File: config.mk
export PLATFORM = sky130hd
export DESIGN_NAME = matmul_sequencer
export DESIGN_NICKNAME = d
export VERILOG_FILES = /design/src/rtl/matmul_sequencer.sv
export SDC_FILE = /design/constraint.sdc
export NUM_CORES = 2
export LEC_CHECK = 0
export CORE_MARGIN = 2
export CORE_UTILIZATION = 25
export CTS_BUF_LIST = sky130_fd_sc_hd__clkbuf_8
export DETAILED_ROUTE_END_ITERATION = 10
export GPL_TIMING_DRIVEN = 0
export PLACE_DENSITY = 0.51
export SLEW_MARGIN = 20
export SYNTH_ARGS = -nofsm -noshare
export SYNTH_HDL_FRONTEND = slang
export SYNTH_SLANG_ARGS = --single-unit
File: constraint.sdc
create_clock -name wb_clk_i -period 10.4 [get_ports wb_clk_i]
set_input_delay 1.04 -clock wb_clk_i [delete_from_list [all_inputs] [get_ports wb_clk_i]]
set_output_delay 1.04 -clock wb_clk_i [all_outputs]
set_load 0.02 [all_outputs]
File: src/rtl/matmul_sequencer.sv
// Sequencer for C = A * B: walks i/j/k over the A/B RAMs, accumulates a signed
// dot product per C element and writes C in row-major order.
module matmul_sequencer #(
    parameter int SEQ_BITS = 4,
    parameter int DATA_W   = 32
) (
    input  logic                    wb_clk_i,
    input  logic                    wb_rst_i,
    input  logic                    start,
    input  logic [DATA_W-1:0]       op,
    input  logic [SEQ_BITS:0]       w_a,
    input  logic [SEQ_BITS:0]       h_a,
    input  logic [SEQ_BITS:0]       w_b,
    input  logic [SEQ_BITS:0]       h_b,
    output logic                    busy,
    output logic                    done,
    output logic                    err,
    output logic [2*SEQ_BITS-1:0]   a_addr,
    input  logic [DATA_W-1:0]       a_rd_data,
    output logic [2*SEQ_BITS-1:0]   b_addr,
    input  logic [DATA_W-1:0]       b_rd_data,
    output logic                    c_we,
    output logic [2*SEQ_BITS-1:0]   c_addr,
    output logic [DATA_W-1:0]       c_wr_data
);

    localparam int                  MAX_DIM_I = 2 ** SEQ_BITS;
    localparam logic [SEQ_BITS:0]   MAX_DIM   = MAX_DIM_I[SEQ_BITS:0];
    localparam logic [SEQ_BITS:0]   DIM_ONE   = (SEQ_BITS + 1)'(1);
    localparam logic [SEQ_BITS-1:0] IDX_ZERO  = '0;
    localparam logic [SEQ_BITS-1:0] IDX_ONE   = SEQ_BITS'(1);
    localparam logic [DATA_W-1:0]   OP_MUL    = DATA_W'(1);

    // dimension slots: 0 = w_a, 1 = h_a, 2 = w_b, 3 = h_b
    localparam int D_WA = 0;
    localparam int D_HA = 1;
    localparam int D_WB = 2;
    localparam int D_HB = 3;

    typedef enum logic [2:0] {
        S_IDLE,
        S_CHECK,
        S_FETCH,
        S_MAC,
        S_WRITE,
        S_DONE
    } state_t;

    state_t                 state_reg, state_next;
    logic [DATA_W-1:0]      op_reg;
    logic [SEQ_BITS:0]      dim_in  [4];
    logic [SEQ_BITS:0]      dim_reg [4];
    logic [3:0]             dim_ok;
    logic                   check_pass;

    logic [SEQ_BITS-1:0]    i_reg, i_next;
    logic [SEQ_BITS-1:0]    j_reg, j_next;
    logic [SEQ_BITS-1:0]    k_reg, k_next;
    logic [SEQ_BITS-1:0]    i_inc, j_inc, k_inc;
    logic                   last_i, last_j, last_k;

    logic [DATA_W-1:0]      acc_reg, acc_next;
    logic [DATA_W-1:0]      prod;
    logic [DATA_W-1:0]      acc_sum;

    logic [2*SEQ_BITS-1:0]  a_addr_reg, a_addr_next;
    logic [2*SEQ_BITS-1:0]  b_addr_reg, b_addr_next;
    logic [2*SEQ_BITS-1:0]  c_addr_reg, c_addr_next;
    logic [DATA_W-1:0]      c_wr_data_reg, c_wr_data_next;
    logic                   c_we_reg, c_we_next;
    logic                   done_reg, done_next;
    logic                   err_next;

    assign dim_in[D_WA] = w_a;
    assign dim_in[D_HA] = h_a;
    assign dim_in[D_WB] = w_b;
    assign dim_in[D_HB] = h_b;

    generate
        for (genvar gi = 0; gi < 4; gi++) begin : g_dim_ok
            assign dim_ok[gi] = (dim_reg[gi] != '0) && (dim_reg[gi] <= MAX_DIM);
        end
    endgenerate

    assign check_pass = (&dim_ok) && (op_reg == OP_MUL) && (dim_reg[D_WA] == dim_reg[D_HB]);

    assign i_inc  = i_reg + IDX_ONE;
    assign j_inc  = j_reg + IDX_ONE;
    assign k_inc  = k_reg + IDX_ONE;
    // Compare in SEQ_BITS+1 width so a dimension of 2**SEQ_BITS ends at index 2**SEQ_BITS-1
    assign last_k = ({1'b0, k_reg} == (dim_reg[D_WA] - DIM_ONE));
    assign last_j = ({1'b0, j_reg} == (dim_reg[D_WB] - DIM_ONE));
    assign last_i = ({1'b0, i_reg} == (dim_reg[D_HA] - DIM_ONE));

    // Low DATA_W bits of the product are identical for signed and unsigned operands
    assign prod    = DATA_W'($signed(a_rd_data) * $signed(b_rd_data));
    assign acc_sum = acc_reg + prod;

    always_comb begin
        state_next     = state_reg;
        i_next         = i_reg;
        j_next         = j_reg;
        k_next         = k_reg;
        acc_next       = acc_reg;
        a_addr_next    = a_addr_reg;
        b_addr_next    = b_addr_reg;
        c_addr_next    = c_addr_reg;
        c_wr_data_next = c_wr_data_reg;
        c_we_next      = 1'b0;
        done_next      = 1'b0;
        err_next       = 1'b0;
        case (state_reg)
            S_IDLE: begin
                if (start) begin
                    state_next = S_CHECK;
                end
            end
            S_CHECK: begin
                if (check_pass) begin
                    i_next      = IDX_ZERO;
                    j_next      = IDX_ZERO;
                    k_next      = IDX_ZERO;
                    acc_next    = '0;
                    a_addr_next = '0;
                    b_addr_next = '0;
                    state_next  = S_FETCH;
                end else begin
                    err_next   = 1'b1;
                    state_next = S_IDLE;
                end
            end
            S_FETCH: begin
                state_next = S_MAC;
            end
            S_MAC: begin
                acc_next = acc_sum;
                if (last_k) begin
                    c_we_next      = 1'b1;
                    c_addr_next    = {i_reg, j_reg};
                    c_wr_data_next = acc_sum;
                    state_next     = S_WRITE;
                end else begin
                    k_next      = k_inc;
                    a_addr_next = {i_reg, k_inc};
                    b_addr_next = {k_inc, j_reg};
                    state_next  = S_FETCH;
                end
            end
            S_WRITE: begin
                acc_next = '0;
                k_next   = IDX_ZERO;
                if (!last_j) begin
                    j_next      = j_inc;
                    a_addr_next = {i_reg, IDX_ZERO};
                    b_addr_next = {IDX_ZERO, j_inc};
                    state_next  = S_FETCH;
                end else if (!last_i) begin
                    j_next      = IDX_ZERO;
                    i_next      = i_inc;
                    a_addr_next = {i_inc, IDX_ZERO};
                    b_addr_next = {IDX_ZERO, IDX_ZERO};
                    state_next  = S_FETCH;
                end else begin
                    state_next = S_DONE;
                end
            end
            S_DONE: begin
                done_next  = 1'b1;
                state_next = S_IDLE;
            end
            default: begin
                state_next = S_IDLE;
            end
        endcase
    end

    always_ff @(posedge wb_clk_i) begin
        if (!wb_rst_i) begin
            state_reg     <= S_IDLE;
            op_reg        <= '0;
            i_reg         <= '0;
            j_reg         <= '0;
            k_reg         <= '0;
            acc_reg       <= '0;
            a_addr_reg    <= '0;
            b_addr_reg    <= '0;
            c_addr_reg    <= '0;
            c_wr_data_reg <= '0;
            c_we_reg      <= 1'b0;
            done_reg      <= 1'b0;
            for (int d = 0; d < 4; d++) begin
                dim_reg[d] <= '0;
            end
        end else begin
            state_reg     <= state_next;
            i_reg         <= i_next;
            j_reg         <= j_next;
            k_reg         <= k_next;
            acc_reg       <= acc_next;
            a_addr_reg    <= a_addr_next;
            b_addr_reg    <= b_addr_next;
            c_addr_reg    <= c_addr_next;
            c_wr_data_reg <= c_wr_data_next;
            c_we_reg      <= c_we_next;
            done_reg      <= done_next;
            // Request is captured only when idle; inputs are don't-care while running
            if (state_reg == S_IDLE && start) begin
                op_reg <= op;
                for (int d = 0; d < 4; d++) begin
                    dim_reg[d] <= dim_in[d];
                end
            end
        end
    end

    assign busy      = (state_reg != S_IDLE);
    assign err       = err_next;
    assign done      = done_reg;
    assign a_addr    = a_addr_reg;
    assign b_addr    = b_addr_reg;
    assign c_we      = c_we_reg;
    assign c_addr    = c_addr_reg;
    assign c_wr_data = c_wr_data_reg;

endmodule

Word level (Yosys, flattened, before mapping)
Memories as Yosys holds them, arrays and structs flattened.
Cells that the tools add are included.
W data, S select, Z words.
{"block": "totals", "input_bits": 119, "rom_bits": 0, "output_inout_bits": 60, "ff_bits": 137, "latchBits": 0, "ram_bits": 20, "memories": 1}
{"name": "dim_reg", "depth": 4, "width": 5, "rd": 4, "rd_clocked_by_memory_dff": 0, "write_ports": 4, "line_no": "52", "text": "logic [SEQ_BITS:0] dim_reg [4];"}
{"block": "op_classes", "n_eq_ne": 16, "reduce_logical": 23, "div_mod_pow": 0, "mul": 1, "addsub": 7, "shift": 0, "bitwise": 4, "mux": 38, "magnitude_cmp": 4}
{"op": "$pmux W32 S3", "count": 1}
{"op": "$mux W8", "count": 7}
{"op": "$pmux W8 S3", "count": 2}
{"op": "$add A32 B32 Y32", "count": 1}
{"op": "$eq A32 B1 Y1 const B", "count": 1}
{"op": "$mul A32 B32 Y32", "count": 1}
{"op": "$mux W32", "count": 1}
{"op": "$mux W4", "count": 6}
{"op": "$le A5 B5 Y1 const B", "count": 4}
{"op": "$mux W5", "count": 4}
{"op": "$reduce_bool A5 Y1", "count": 4}
{"op": "$pmux W4 S2", "count": 2}
{"op": "$eq A4 B5 Y1", "count": 3}
{"op": "$pmux W3 S5", "count": 1}
{"op": "$sub A5 B1 Y5 const B", "count": 3}
{"op": "$add A4 B1 Y4 const B", "count": 3}
{"op": "$mux W3", "count": 4}
{"op": "$pmux W4 S3", "count": 1}
{"op": "$reduce_and A4 Y1", "count": 3}
{"op": "$ne A2 B2 Y1 const B", "count": 5}
{"op": "$mux W1", "count": 8}
{"op": "$logic_and A1 B1 Y1", "count": 7}
{"op": "$eq A3 B2 Y1 const B", "count": 2}
{"op": "$eq A3 B3 Y1 const B", "count": 2}
{"op": "10 further kinds", "count": 17}

Longest topological paths before layout
An unclocked memory read counts as a cell.
{"block": "depth", "word_depth": 8, "ltp_mapped": 29, "depth_no_buf": 26}

Least setup slack after synthesis
No wires, ideal clock.
{"block": "synth_path", "path_type": "input to register", "startpoint": "input b_rd_data[12]", "endpoint": "register acc_reg[30]", "setup_ns": 0.122, "cell_stages": 27, "setup_slack_ns": 2.524, "path_buffers": 2, "arrival_ns": 7.754, "cell_sequence": "clkbuf_1 clkbuf_1 and2_1 fa_1 inv_1 fa_1 fa_1 inv_1 fa_1 inv_1 fa_1 inv_1 fa_1 fa_1 inv_1 fa_1 inv_1 ha_1 and3_2 a221oi_2 o21ai_0 a21oi_1 o41ai_2 a31o_2 a31oi_4 nor4b_1 a311o_1"}
{"block": "synth_between", "elab_chain_len": 3}
{"item": "start: declaration", "line_no": "21", "text": "input logic [DATA_W-1:0] b_rd_data,"}
{"item": "$mul A32 B32 Y32", "line_no": "96", "text": "assign prod = DATA_W'($signed(a_rd_data) * $signed(b_rd_data));"}
{"item": "$add A32 B32 Y32", "line_no": "97", "text": "assign acc_sum = acc_reg + prod;"}
{"item": "$pmux W32 S3", "line_no": "112", "text": "case (state_reg)"}
{"item": "end signal: assignment", "line_no": "199", "text": "acc_reg <= acc_next;"}
{"item": "end: declaration", "line_no": "62", "text": "logic [DATA_W-1:0] acc_reg, acc_next;"}
Every way passes these cells.
A chain may end at the register's enable or synchronous reset.

Worst setup path in the final report
{"block": "layout_path", "startpoint": "input a_rd_data[7]", "endpoint": "register acc_reg[29]"}
{"block": "layout_between", "elab_chain_len": 3}
{"item": "start: declaration", "line_no": "19", "text": "input logic [DATA_W-1:0] a_rd_data,"}
{"item": "$mul A32 B32 Y32", "line_no": "96"}
{"item": "$add A32 B32 Y32", "line_no": "97"}
{"item": "$pmux W32 S3", "line_no": "112"}
Every way passes these cells.

==> metrics.json <==
{
  "timing.critical_path.from": "a_rd_data[7]",
  "place.detailed.instances": 4063,
  "post_synth_main_area_contributors": "fa_1 (37%), dfxtp_1 (11%), and2_1 (8.7%)",
  "clock_insertion_delay_worst_skew_ps": 500,
  "globalRouteOverflowTotal": 0,
  "drtPass1Iterations": 5,
  "synth_enable_flop_cells": 20,
  "synth_sequential_area_ratio": 0.1374,
  "setup_violations": 0,
  "final_nets": 3531,
  "place.gp.congestion": 0.8968,
  "hpwlAfterDp_um": 68570,
  "layout-drive-gt1-share": 0.02580,
  "reg2reg_setup_slack_ps": 2610,
  "critical_path_required_ps": 10840,
  "measured_slew_at_the_worst_slew_check_pin_ps": 1166,
  "yosys_register_bits": 153,
  "unrepaired_setup_endpoints_after_global_routing": "false",
  "max-clock-path-buffers": 2,
  "floorplan.initialDensity": 0.2511,
  "first_global_vias": 18639,
  "max_freq_ghz": 0.1023,
  "hold_viol": 0,
  "cts_hold_buf": 0,
  "dr.first_iter.drc_count": 1040,
  "grt_first_pass_wirelength_um": 123900,
  "path_clk_slew_ps": 110,
  "synth_top_cell_by_area": "fa_1",
  "fp.dieH_um": 312.2,
  "cts_buffers": 17,
  "route.detailed.vias_per_inst": 4.361,
  "slew_headroom": 0.2229,
  "die_x_um": 312.2,
  "share_of_flip_flops_with_an_asynchronous_set_or_reset_after_synthesis": 0,
  "detail_route.drc_violations": 0,
  "final_max_slew_viol_count": 0,
  "cts_sinks": 153,
  "pin_count_of_the_biggest_net_entering_global_routing": 21,
  "fin_worst_hold_slack_ps": 460.6,
  "setup-tns-final_ps": 0,
  "cp_arrival_ps": 10210,
  "final_antenna_net_count": 0,
  "netlist.area_leader.share": 0.3692,
  "placement.setup.worst_slack_ps": 213.4,
  "antenna_found_initial": 15,
  "maxCapViolations": 0,
  "die-area_sq_um": 97490,
  "post-cts-setup-buffer-count": 0,
  "crit_path_start_kind": "input port",
  "cts_max_level": 4,
  "synth_cells": 2629,
  "avgRoutedWirePerCell_um": 20.12,
  "wl_um": 82510,
  "syn2layout_area_growth_pct": 15.47,
  "grt_usage": 0.1716,
  "synth_top_flop_cell": "dfxtp_1",
  "i_o_pin_cnt": 179,
  "finalCritPeriodShare": 0.9395,
  "port_buffers": 169,
  "cts-resized-gates": 0,
  "syn-num-nets": 3343,
  "post_synth_instance_area_sq_um": 23750,
  "finish.cell_count_without_fillers": 4100,
  "yosysUniqueCellTypes": 67,
  "route.vias.total": 17879,
  "crit-reg2reg-launch": "acc_reg[19]",
  "yosysWarnings": 0,
  "run_status": "complete, no violations",
  "fin_worst_skew_ps": 27.39,
  "worstHoldStart": "c_wr_data[0]",
  "timing.critical_path.fanout_max": 10,
  "path_class": "in2reg",
  "hp-class": "reg2reg",
  "clock_tree.root_cell": "clkbuf_8",
  "tritoncts_clock_tree": "built",
  "core.rowCount": 113,
  "fillCellCount": 10217,
  "final.min_clock_period_ps": 9771,
  "core_sq_um": 94590,
  "synth_area_per_cell_sq_um": 9.034,
  "worst_setup_ep_type": "register",
  "final_critical_path_setup_slack_ps": 629.4
}
## Yosys cell counts (10+ instances only)
cell type    n
a22oi_1     28
nand2_1    375
xnor2_1     87
a21boi_0    73
nor2_1      24
and3_1      22
o21ai_0     15
dfxtp_1    133
inv_1      543
a21oi_1     29
nand4_1     11
nor4_1      10
xor2_1      24
fa_1       438
clkbuf_1   119
nor2b_1     36
ha_1       157
nand3_1     12
edfxtp_1    20
and2_1     330
## stage by stage
stage	area [sq um]	utilization
after floorplan	23750	-
final	27430	0.2899
after detailed placement	27030	0.2857
after global placement	27030	0.2857
after global routing	27420	0.2899
after CTS	27410	0.2898
## metal layers
| layer | global-route usage | share of wire | vias to the layer above |
|---|---|---|---|
| met2 | 0.2826 | 0.47 | 498 |
| met3 | 0.03437 | 0.067 | 69 |
| met5 | 0 | 0.0011 | - |
| met1 | 0.2346 | 0.44 | 9053 |
| met4 | 0.03070 | 0.017 | 16 |
| li1 | - | - | 8243 |
## kinds of logic after synthesis
family          count (synthesis)  share of synthesized area
mux                             1                  0.0004214
buf+inv                       682                     0.1118
xor+xnor                      113                    0.04283
simple gates                  870                     0.1883
flops                         153                     0.1374
fa+ha+maj                     595                     0.4519
compound gates                215                    0.06738
## cells in the final DEF (no fill, tap or decap), drive strengths merged, types with 20 or more instances in the layout
cell type      synthesis  layout
inv                  543     554
fa                   438     438
nand2                375     375
and2                 331     331
clkdlybuf4s50          1     170
ha                   157     157
clkbuf               123     140
dfxtp                133     133
xnor2                 87      87
a21boi                80      80
nor2b                 36      36
a21oi                 29      29
a22oi                 28      28
nor2                  24      24
xor2                  24      24
and3                  24      24
edfxtp                20      20
## final cells by class
cell class,instances,area [sq um],area share
inverter,543,2038,0.07432
timing repair buffer,169,1692,0.06168
buffer,139,618.1,0.02254
multi-input combinational,1794,17830,0.6503
tap,1265,1583,0.05771
clock buffer,17,234.0,0.008531
antenna,5,12.51,0.0004562
clock inverter,15,151.4,0.005520
sequential,153,3263,0.1190
## worst max-delay path, stage by stage
cell and delay [ps]:
clkdlybuf4s50_1 1010, clkbuf_1 910, nand2_1 170, fa_1 400
inv_1 70, fa_1 450, fa_1 520, inv_1 50
fa_1 480, fa_1 500, fa_1 560, inv_1 50
fa_1 480, inv_1 50, fa_1 470, inv_1 50
ha_1 260, clkbuf_2 180, and4_1 290, and4_1 240
nand4_1 140, a311o_1 500, a31oi_1 570, a21oi_1 180
xnor2_1 270, a22oi_1 110, nor2b_1 150
## final timing paths
check / endpoint / cells past startpoint
worst max-delay path: acc_reg[29] / 27
worst min-delay path: c_wr_data[0] / 2
worst max register to register: acc_reg[29] / 23
worst min register to register: c_wr_data[0] / 2
Power is left out: the tool's default activity adds up to more than one toggle a clock period on the data nets, which glitch-free logic cannot reach.
